**config.mk**
```make
export PLATFORM = sky130hd
export DESIGN_NAME = mem_write_responder
export DESIGN_NICKNAME = d
export VERILOG_FILES = /design/src/rtl/mem_resp_pkg.sv /design/src/rtl/mem_wr_beat_tracker.sv /design/src/rtl/mem_write_responder.sv
export SDC_FILE = /design/constraint.sdc
export NUM_CORES = 2
export LEC_CHECK = 0
export ABC_CLOCK_PERIOD_IN_PS = 6350
export CORE_AREA = 2 2 532 534
export DETAILED_ROUTE_END_ITERATION = 7
export DIE_AREA = 0 0 534 536
export PLACE_DENSITY = 0.3
export REMOVE_ABC_BUFFERS = 1
export SLEW_MARGIN = 20
export SYNTH_ARGS = -nofsm -noshare
export SYNTH_HDL_FRONTEND = slang
export SYNTH_SLANG_ARGS = --single-unit
```
**constraint.sdc**
```tcl
create_clock -name aclk -period 6.35 [get_ports aclk]
set_input_delay 0.9525 -clock aclk [delete_from_list [all_inputs] [get_ports aclk]]
set_output_delay 0.9525 -clock aclk [all_outputs]
set_load 0.05 [all_outputs]
```
**src/rtl/mem_resp_pkg.sv**
```systemverilog
// Shared types for the memory write responder: status bits, FSM states, popcount.
// Imported by mem_write_responder and mem_wr_beat_tracker.
package mem_resp_pkg;

  localparam int STS_OKAY   = 7;
  localparam int STS_SLVERR = 6;
  localparam int STS_DECERR = 5;
  localparam int STS_INTERR = 4;

  typedef enum logic [1:0] {
    IDLE,
    DATA,
    STATUS
  } fsm_t;

  // Wide enough for keep vectors of payloads up to 2048 bits.
  localparam int PC_W = 256;

  function automatic logic [15:0] popcount(
    input logic [PC_W-1:0] v
  );
    logic [15:0] c;
    c = '0;
    for (int i = 0; i < PC_W; i++) begin
      c = c + 16'(v[i]);
    end
    return c;
  endfunction

endpackage

```
**src/rtl/mem_wr_beat_tracker.sv**
```systemverilog
// Remaining-byte counter for one write command; flags INTERR on overrun or short last.
// Ports: load/len start a command, beat/nbytes/last per accepted beat, live/interr out.
module mem_wr_beat_tracker #(
  parameter int LEN_W = 23
) (
  input  logic             clk,
  input  logic             rst_n,
  input  logic             load,
  input  logic [LEN_W-1:0] len,
  input  logic             beat,
  input  logic [LEN_W-1:0] nbytes,
  input  logic             last,
  output logic             live,
  output logic             interr
);

  logic [LEN_W-1:0] rem;
  logic [LEN_W-1:0] rem_nxt;
  logic             over;

  // A beat arriving with nothing left, or carrying more than is left,
  // is an overrun; the counter saturates at zero.
  always_comb begin
    rem_nxt = rem;
    over    = 1'b0;
    if (rem == '0) begin
      over = 1'b1;
    end else if (nbytes > rem) begin
      rem_nxt = '0;
      over    = 1'b1;
    end else begin
      rem_nxt = rem - nbytes;
    end
  end

  always_ff @(posedge clk or negedge rst_n) begin
    if (!rst_n) begin
      rem    <= '0;
      interr <= 1'b0;
    end else if (load) begin
      rem    <= len;
      interr <= 1'b0;
    end else if (beat) begin
      rem <= rem_nxt;
      if (over || (last && rem_nxt != '0)) begin
        interr <= 1'b1;
      end
    end
  end

  assign live = (rem != '0);

endmodule

```
**src/rtl/mem_write_responder.sv**
```systemverilog
// Memory-side endpoint of the TCP write path: cmd+payload in, memory writes and one status out.
// Ports: s_cmd_*, s_data_*, m_sts_*, mem_* write port, cmd/last/sts debug counters.
module mem_write_responder
  import mem_resp_pkg::*;
#(
  parameter  int DATA_W     = 512,
  parameter  int MEM_BYTES  = 2**24,
  parameter  int LEN_W      = 23,
  localparam int KEEP_W     = DATA_W / 8,
  localparam int MEM_ADDR_W = $clog2(MEM_BYTES / KEEP_W)
) (
  input  logic                  aclk,
  input  logic                  aresetn,
  input  logic                  s_cmd_valid,
  output logic                  s_cmd_ready,
  input  logic [63:0]           s_cmd_address,
  input  logic [LEN_W-1:0]      s_cmd_length,
  input  logic                  s_data_valid,
  output logic                  s_data_ready,
  input  logic [DATA_W-1:0]     s_data_data,
  input  logic [KEEP_W-1:0]     s_data_keep,
  input  logic                  s_data_last,
  output logic                  m_sts_valid,
  input  logic                  m_sts_ready,
  output logic [7:0]            m_sts_data,
  output logic                  mem_we,
  output logic [MEM_ADDR_W-1:0] mem_addr,
  output logic [DATA_W-1:0]     mem_wdata,
  output logic [KEEP_W-1:0]     mem_wstrb,
  output logic [31:0]           cmd_cnt,
  output logic [31:0]           last_cnt,
  output logic [31:0]           sts_cnt
);

  localparam int OFF_W = $clog2(KEEP_W);

  fsm_t state;
  fsm_t state_nxt;

  logic                  cmd_hs;
  logic                  data_hs;
  logic                  sts_hs;
  logic                  decerr;
  logic                  interr;
  logic                  live;
  logic                  bad_cmd;
  logic [64:0]           end_addr;
  logic [LEN_W-1:0]      nbytes;
  logic [MEM_ADDR_W-1:0] start_beat;
  logic [MEM_ADDR_W-1:0] beat_idx;

  // Ready is forced low while reset is held so every output reads zero.
  assign s_cmd_ready  = aresetn && (state == IDLE);
  assign s_data_ready = (state == DATA);
  assign m_sts_valid  = (state == STATUS);

  assign cmd_hs  = s_cmd_valid && s_cmd_ready;
  assign data_hs = s_data_valid && s_data_ready;
  assign sts_hs  = m_sts_valid && m_sts_ready;

  // 65-bit end address so huge start addresses cannot wrap into range.
  assign end_addr = {1'b0, s_cmd_address} + 65'(s_cmd_length);
  assign bad_cmd  = (s_cmd_address[OFF_W-1:0] != '0)
                 || (end_addr > 65'(MEM_BYTES));

  assign nbytes = LEN_W'(popcount(PC_W'(s_data_keep)));

  mem_wr_beat_tracker #(
    .LEN_W (LEN_W)
  ) u_tracker (
    .clk    (aclk),
    .rst_n  (aresetn),
    .load   (cmd_hs),
    .len    (s_cmd_length),
    .beat   (data_hs),
    .nbytes (nbytes),
    .last   (s_data_last),
    .live   (live),
    .interr (interr)
  );

  always_comb begin
    state_nxt = state;
    unique case (state)
      IDLE: begin
        if (cmd_hs) begin
          state_nxt = (s_cmd_length == '0) ? STATUS : DATA;
        end
      end
      DATA: begin
        if (data_hs && s_data_last) begin
          state_nxt = STATUS;
        end
      end
      STATUS: begin
        if (m_sts_ready) begin
          state_nxt = IDLE;
        end
      end
      default: state_nxt = IDLE;
    endcase
  end

  always_comb begin
    m_sts_data = '0;
    if (state == STATUS) begin
      m_sts_data[STS_OKAY]   = ~(decerr | interr);
      m_sts_data[STS_SLVERR] = 1'b0;
      m_sts_data[STS_DECERR] = decerr;
      m_sts_data[STS_INTERR] = interr;
    end
  end

  always_ff @(posedge aclk or negedge aresetn) begin
    if (!aresetn) begin
      state      <= IDLE;
      decerr     <= 1'b0;
      start_beat <= '0;
      beat_idx   <= '0;
    end else begin
      state <= state_nxt;
      if (cmd_hs) begin
        decerr     <= (s_cmd_length != '0) && bad_cmd;
        start_beat <= s_cmd_address[OFF_W +: MEM_ADDR_W];
        beat_idx   <= '0;
      end else if (data_hs) begin
        beat_idx <= beat_idx + 1'b1;
      end
    end
  end

  // Beats past the command length are drained without touching memory.
  always_ff @(posedge aclk or negedge aresetn) begin
    if (!aresetn) begin
      mem_we    <= 1'b0;
      mem_addr  <= '0;
      mem_wdata <= '0;
      mem_wstrb <= '0;
    end else begin
      mem_we <= data_hs && live && !decerr;
      if (data_hs) begin
        mem_addr  <= start_beat + beat_idx;
        mem_wdata <= s_data_data;
        mem_wstrb <= decerr ? '0 : s_data_keep;
      end
    end
  end

  always_ff @(posedge aclk or negedge aresetn) begin
    if (!aresetn) begin
      cmd_cnt  <= '0;
      last_cnt <= '0;
      sts_cnt  <= '0;
    end else begin
      if (cmd_hs) cmd_cnt <= cmd_cnt + 32'd1;
      if (data_hs && s_data_last) last_cnt <= last_cnt + 32'd1;
      if (sts_hs) sts_cnt <= sts_cnt + 32'd1;
    end
  end

endmodule

```
# Word-level counts from Yosys, hierarchy flattened
# Index checks and enable logic that the tools add are counted.
op_classes:
  add_sub_neg: 70
  n_mul: 0
  div_mod_pow: 0
  magnitude_cmp: 2
  eq_ne: 5
  n_shift: 0
  mux: 18
  bitwise: 2
  n_reduce_logical: 23
ops:
  columns: ["cell", "n"]
  rows:
  - ["$add A16 B1 Y16", 48]
  - ["$add A32 B1 Y32 const B", 3]
  - ["$mux W23", 4]
  - ["$reduce_bool A23 Y1", 3]
  - ["$add A64 B23 Y65", 1]
  - ["$gt A65 B25 Y1 const B", 1]
  - ["$mux W64", 1]
  - ["$logic_not A23 Y1", 2]
  - ["$mux W18", 2]
  - ["$gt A16 B23 Y1", 1]
  - ["$sub A23 B16 Y23", 1]
  - ["$add A18 B1 Y18 const B", 1]
  - ["$add A18 B18 Y18", 1]
  - ["$add A15 B1 Y16", 1]
  - ["$add A14 B1 Y15", 1]
  - ["$add A13 B1 Y14", 1]
  - ["$add A12 B1 Y13", 1]
  - ["$add A11 B1 Y12", 1]
  - ["$add A10 B1 Y11", 1]
  - ["$add A9 B1 Y10", 1]
  - ["$add A8 B1 Y9", 1]
  - ["$logic_and A1 B1 Y1", 9]
  - ["$add A7 B1 Y8", 1]
  - ["$mux W2", 4]
  - ["other kinds (22)", 29]
word_totals:
  ff_bits: 754
  latch_bits: 0
  ramBits: 0
  mem_bits_ro: 0
  inputBits: 669
  out_inout_bits: 702
  elab_cells: 133
  mem_count: 0

# Logic depth before layout (Yosys ltp)
depth:
  ltp_word: 72
  mapped_depth: 30
  mapped_depth_nobuf: 29

# By module
# From an unflattened synthesis, not the netlist that was laid out.
unflattened:
  cells_unflattened: 4028
  hier_area_um2: 35898.2
by_module_without_submodules:
  columns: ["mod", "n_inst", "cells_each", "area_per_inst_um2", "seq_area_each_um2"]
  rows:
  - ["mem_write_responder", 1, 3662, 33085.5, 18267.5]
  - ["mem_wr_beat_tracker", 1, 366, 2812.7, 600.6]

# Worst setup path before layout
# Ideal clock, no wire load.
synth_timing:
  path_type: "input port to flip-flop"
  start: "in s_data_keep[35]"
  end: "reg u_tracker.interr"
  setup_ns: 0.123
  t_arrival_ns: 8.171
  required_ns: 6.227
  setup_slack_ns: -1.944
  stages: 28
  n_path_buf: 0
  path_cell_list: "inv_1 fa_1 inv_1 fa_1 fa_1 inv_1 fa_1 inv_1 fa_1 fa_1 fa_1 inv_1 fa_1 inv_1 ha_1 a21o_1 a21oi_1 xnor2_1 ha_1 o21ai_1 nand2b_1 a21o_1 a21o_1 xor2_1 or4_1 o41ai_1 nand4b_1 o221a_2"
synth_between:
  elab_chain_cells: 37
  elab_cells_between_ends: 40
  cone_classes: "30 x add/sub; 1 x order compare; 4 x mux; 5 x reduce/logical"
synth_lines:
  columns: ["element", "line", "rtl"]
  rows:
  - ["start: declaration", "mem_write_responder.sv:21", "input logic [KEEP_W-1:0] s_data_keep,"]
  - ["$add A16 B1 Y16 (*) (29 in series)", "mem_resp_pkg.sv:25", "c = c + 16'(v[i]);"]
  - ["$sub A23 B16 Y23 / $gt A16 B23 Y1 (equally long branches)", "mem_wr_beat_tracker.sv:32, mem_wr_beat_tracker.sv:28", null]
  - ["$mux W23", "mem_wr_beat_tracker.sv:28", "end else if (nbytes > rem) begin"]
  - ["$mux W23", "mem_wr_beat_tracker.sv:26", "if (rem == '0) begin"]
  - ["$reduce_bool A23 Y1", "mem_wr_beat_tracker.sv:45", "if (over || (last && rem_nxt != '0)) begin"]
  - ["$logic_and A1 B1 Y1", "mem_wr_beat_tracker.sv:45", null]
  - ["$logic_or A1 B1 Y1 (*)", "mem_wr_beat_tracker.sv:45", null]
  - ["$reduce_bool A2 Y1 (no line) (*)", null, null]
  - ["$reduce_and A2 Y1 (no line) (*)", null, null]
  - ["end signal: assignment", "mem_wr_beat_tracker.sv:39", "interr <= 1'b0;"]
  - ["end signal: assignment", "mem_wr_beat_tracker.sv:42", "interr <= 1'b0;"]
  - ["end signal: assignment", "mem_wr_beat_tracker.sv:46", "interr <= 1'b1;"]
  - ["end: declaration", "mem_wr_beat_tracker.sv:14", "output logic interr"]
# Every way passes the cells marked *; elsewhere a longest branch is shown, timed or not.
# A chain may end at the register's enable or synchronous reset.

# Worst setup path after layout
layout_timing:
  start: "in s_data_keep[7]"
  end: "reg u_tracker.interr"
layout_between:
  elab_chain_cells: 65
  elab_cells_between_ends: 68
  cone_classes: "58 x add/sub; 1 x order compare; 4 x mux; 5 x reduce/logical"
layout_lines:
  columns: ["element", "line"]
  rows:
  - ["$add A7 B1 Y8 (*)", "mem_resp_pkg.sv:25"]
  - ["$add A8 B1 Y9 (*)", "mem_resp_pkg.sv:25"]
  - ["$add A9 B1 Y10 (*)", "mem_resp_pkg.sv:25"]
  - ["$add A10 B1 Y11 (*)", "mem_resp_pkg.sv:25"]
  - ["$add A11 B1 Y12 (*)", "mem_resp_pkg.sv:25"]
  - ["$add A12 B1 Y13 (*)", "mem_resp_pkg.sv:25"]
  - ["$add A13 B1 Y14 (*)", "mem_resp_pkg.sv:25"]
  - ["$add A14 B1 Y15 (*)", "mem_resp_pkg.sv:25"]
  - ["(+49 left out)", null]
  - ["$sub A23 B16 Y23 / $gt A16 B23 Y1 (equally long branches)", "mem_wr_beat_tracker.sv:32, mem_wr_beat_tracker.sv:28"]
  - ["$mux W23", "mem_wr_beat_tracker.sv:28"]
  - ["$mux W23", "mem_wr_beat_tracker.sv:26"]
  - ["$reduce_bool A23 Y1", "mem_wr_beat_tracker.sv:45"]
  - ["$logic_and A1 B1 Y1", "mem_wr_beat_tracker.sv:45"]
  - ["$logic_or A1 B1 Y1 (*)", "mem_wr_beat_tracker.sv:45"]
  - ["$reduce_bool A2 Y1 (no line) (*)", null]
  - ["$reduce_and A2 Y1 (no line) (*)", null]
# Marked as above.

==> impl_metrics.yaml <==
synth:
  synth_edf_count: 0
  synth_seq_cells: 754
  async_reset_ff_frac: 1.00
  yosysWarnings: 0
  synth_cell_type_count: 78
  syn_inst: 3850
  syn_area_sq_um: 34500
  synth-main-ff-cell: "dfrtp_1"
  synth.avg_cell_area_sq_um: 8.95
  synth-seq-area-share: 0.547
placement:
  io_buffers: 1365
  hpwl_mm: 178
  postPlaceCellArea_sq_um: 53200
  finalWeightedCongestion: 0.850
  place_inst: 8906
timing:
  worst_slack_ns: -1.26
  worst_hold_slack_ns: 0.417
  fmax_mhz: 131
  drv_slew: 0
  worst_slew_margin_rel: 0.258
  rsz0062_at_grt: "yes"
  fin_crit_sh: 1.20
  worst_pin_slew_ns: 1.11
  fin_crit_ns: 7.61
  hold_violations: 0
  fin_skew_ns: 0.0698
  final-setup-viol-count: 24
finish:
  nets: 6098
  layout-drive-gt1-share: 0.0817
  finalNonFillerCells: 9155
  ff_latch_area_sq_um: 18900
  utilization: 0.204
  layout_common_cells: "1815 x nand2_1, 1330 x clkdlybuf4s50_1, 753 x dfrtp_1, 125 x buf_4, 116 x clkbuf_16"
  area.growth.synth_to_final_pct: 66.4
  stdcell_area_sq_um: 57400
  multiInputGateArea_sq_um: 14700
  fill_cells: 31000
  layout_commonest_cell: "nand2_1"
clock_tree:
  clkTransAtPathRegs_ns: 0.06
  cts-htree-levels: 3
  cts_buffer_depth: 4
  clock_latency_ns: 0.85
  clock-sinks: 754
  root_buffer: "clkbuf_16"
  cts_buffers: 114
  cts_tree: "done"
critical_path:
  crit_type: "input pin to flop"
  max_stage_delay_ns: 0.57
  critPathRequiredTime_ns: 7.05
  startpoint_type: "input pin"
  crit_top_cell: "fa_1"
  end_kind: "flop"
  r2r_slack_ns: 2.47
  arrival_ns: 8.31
  slowest_stage: "fa_2"
  critical_path.max_fanout: 3
global_route:
  antenna_found_initial: 152
  overflow: 0
  grt_max_degree: 181
  grt_pass1_wl_mm: 297
  grt_use_total: 0.149
  grt_pass1_vias: 33600
route:
  top_layer_used: "met5"
  vias_per_cell: 3.60
  post_drt_wl_per_cell_um: 24.1
  post-route-drc-count: 0
  ant_nets: 0
  dr.pass1.iters: 5
  drt_wl_total_mm: 220
  drtIter0Drc: 1788
  m1WireLength_mm: 88.0
  dr_total_vias: 33000
  wl_met2_mm: 108
  met3_length_mm: 20.3
power:
  p_seq_frac: 0.194
  power_frac_comb: 0.649
  swShare: 0.478
  ir_drop_v: 0.00168
  p_int_mw: 21.4
  power.total_mw: 40.9
  leakage_nw: 25.7
  p_per_area_nw_per_um2: 714
  clkPwrFrac: 0.158
  p_switching_mw: 19.6
worst_hold_path:
  hp-class: "input pin to flop"
floorplanning:
  rows: 195
  initial_utilization: 0.123
  core_sq_um: 281000
  fp.dieW_um: 534
  pin_count: 1371
  die_h_um: 536
  die-area_sq_um: 286000
status:
  status: "complete, but fails checks"
  violations: "negative setup slack"
run:
  max_cap_viol_count: 0
-- worst max-delay path, delay by kind of cell --
family                   cells  cell delay [ns]
AO/OA/AOI/OAI                6             1.26
XOR/XNOR                     1             0.15
adder cells (fa/ha/maj)     11             4.72
buffers and inverters        4             0.41
AND/OR/NAND/NOR              4             0.81
-- worst paths after layout --
kind,end,depth (start not counted),from
setup / recovery,u_tracker.interr,26,s_data_keep[7]
setup reg to reg,last_cnt[31],10,state[0]
max in group asynchronous,mem_addr[11],5,aresetn
hold / removal,mem_wstrb[27],3,s_data_keep[27]
min in group asynchronous,mem_wdata[249],2,aresetn
hold reg to reg,mem_wstrb[50],2,mem_wstrb[50]
-- power by group through the flow --
stage                     Clock (mW)  Combinational (mW)  Sequential, mW
after floorplan                    0                9.34            13.9
after global placement             0                25.2            7.98
after detailed placement           0                25.2            8.02
after CTS                       6.77                26.5            7.97
after global routing            6.97                28.5            8.20
final                           6.45                26.5            7.93
-- final cells by class --
cell class / instances / share of cell area
Clock buffer: 171 / 0.0591
Inverter: 122 / 0.00807
Clock inverter: 26 / 0.00576
Multi-Input combinational cell: 2804 / 0.257
Antenna cell: 26 / 0.00113
Sequential cell: 754 / 0.329
Timing Repair Buffer: 1509 / 0.258
Tap cell: 3743 / 0.0817
-- logic make-up (layout without fill, tap and decap cells) --
logic type / Yosys count / count (layout) / synth area share
AND/OR/NAND/NOR: 2208 / 2208 / 0.261
flip-flops: 754 / 754 / 0.547
buffers and inverters: 296 / 1828 / 0.0331
AO/OA/AOI/OAI: 295 / 295 / 0.0566
XOR/XNOR: 164 / 164 / 0.0417
adder cells (fa/ha/maj): 124 / 124 / 0.0574
multiplexers: 8 / 8 / 0.00250
other: 1 / 31 / 0.000109
-- metal layers --
metal | vias to the layer above | track usage
met1 | 15900 | 0.175
li1 | 15400 | -
met5 | - | 0
met4 | 56 | 0.0272
met2 | 1287 | 0.257
met3 | 382 | 0.0571
-- registers in the layout, indices dropped and copies added, names as in the netlist, 18 cells and up --
name	flops
mem_wstrb	64
mem_addr	18
mem_wdata	512
beat_idx	18
cmd_cnt	32
u_tracker.rem	23
sts_cnt	32
last_cnt	32
start_beat	18
-- synth_stat cells, drive strengths merged, types with 14 or more instances --
library cell	number	share of area
a21o	14	0.0030
nand4	48	0.0089
buf	22	0.0032
clkbuf	152	0.017
nor3	28	0.0041
nand3b	21	0.0046
nand3	59	0.0086
nor4	24	0.0045
ha	67	0.024
and3	36	0.0065
dfrtp	754	0.55
nand2	1817	0.20
fa	57	0.033
nor2	100	0.011
xor2	62	0.016
o21ai	82	0.012
o31ai	52	0.011
xnor2	102	0.026
inv	122	0.013
a21oi	56	0.0081
-- metrics by stage --
stage / setup WS [ns] / setup TNS (ns)
2_1_floorplan: -7.60 / -3388.85
3_3_place_gp: -2.88 / -60.33
3_5_place_dp: -2.87 / -60.08
4_1_cts: -1.20 / -22.16
5_1_grt: -1.45 / -29.86
6_report: -1.26 / -25.07
-- repair_timing --
action | CTS | global route
setup endpoints to repair | 24 | 24
gates resized for setup | 131 | 78
hold buffers | 1 | 0
pin swaps | 48 | 38
buffers inserted | 15 | 13
cloned | 0 | 0
endpoints found under the hold margin | 3 | 0
(Power assumes the default switching activity.)
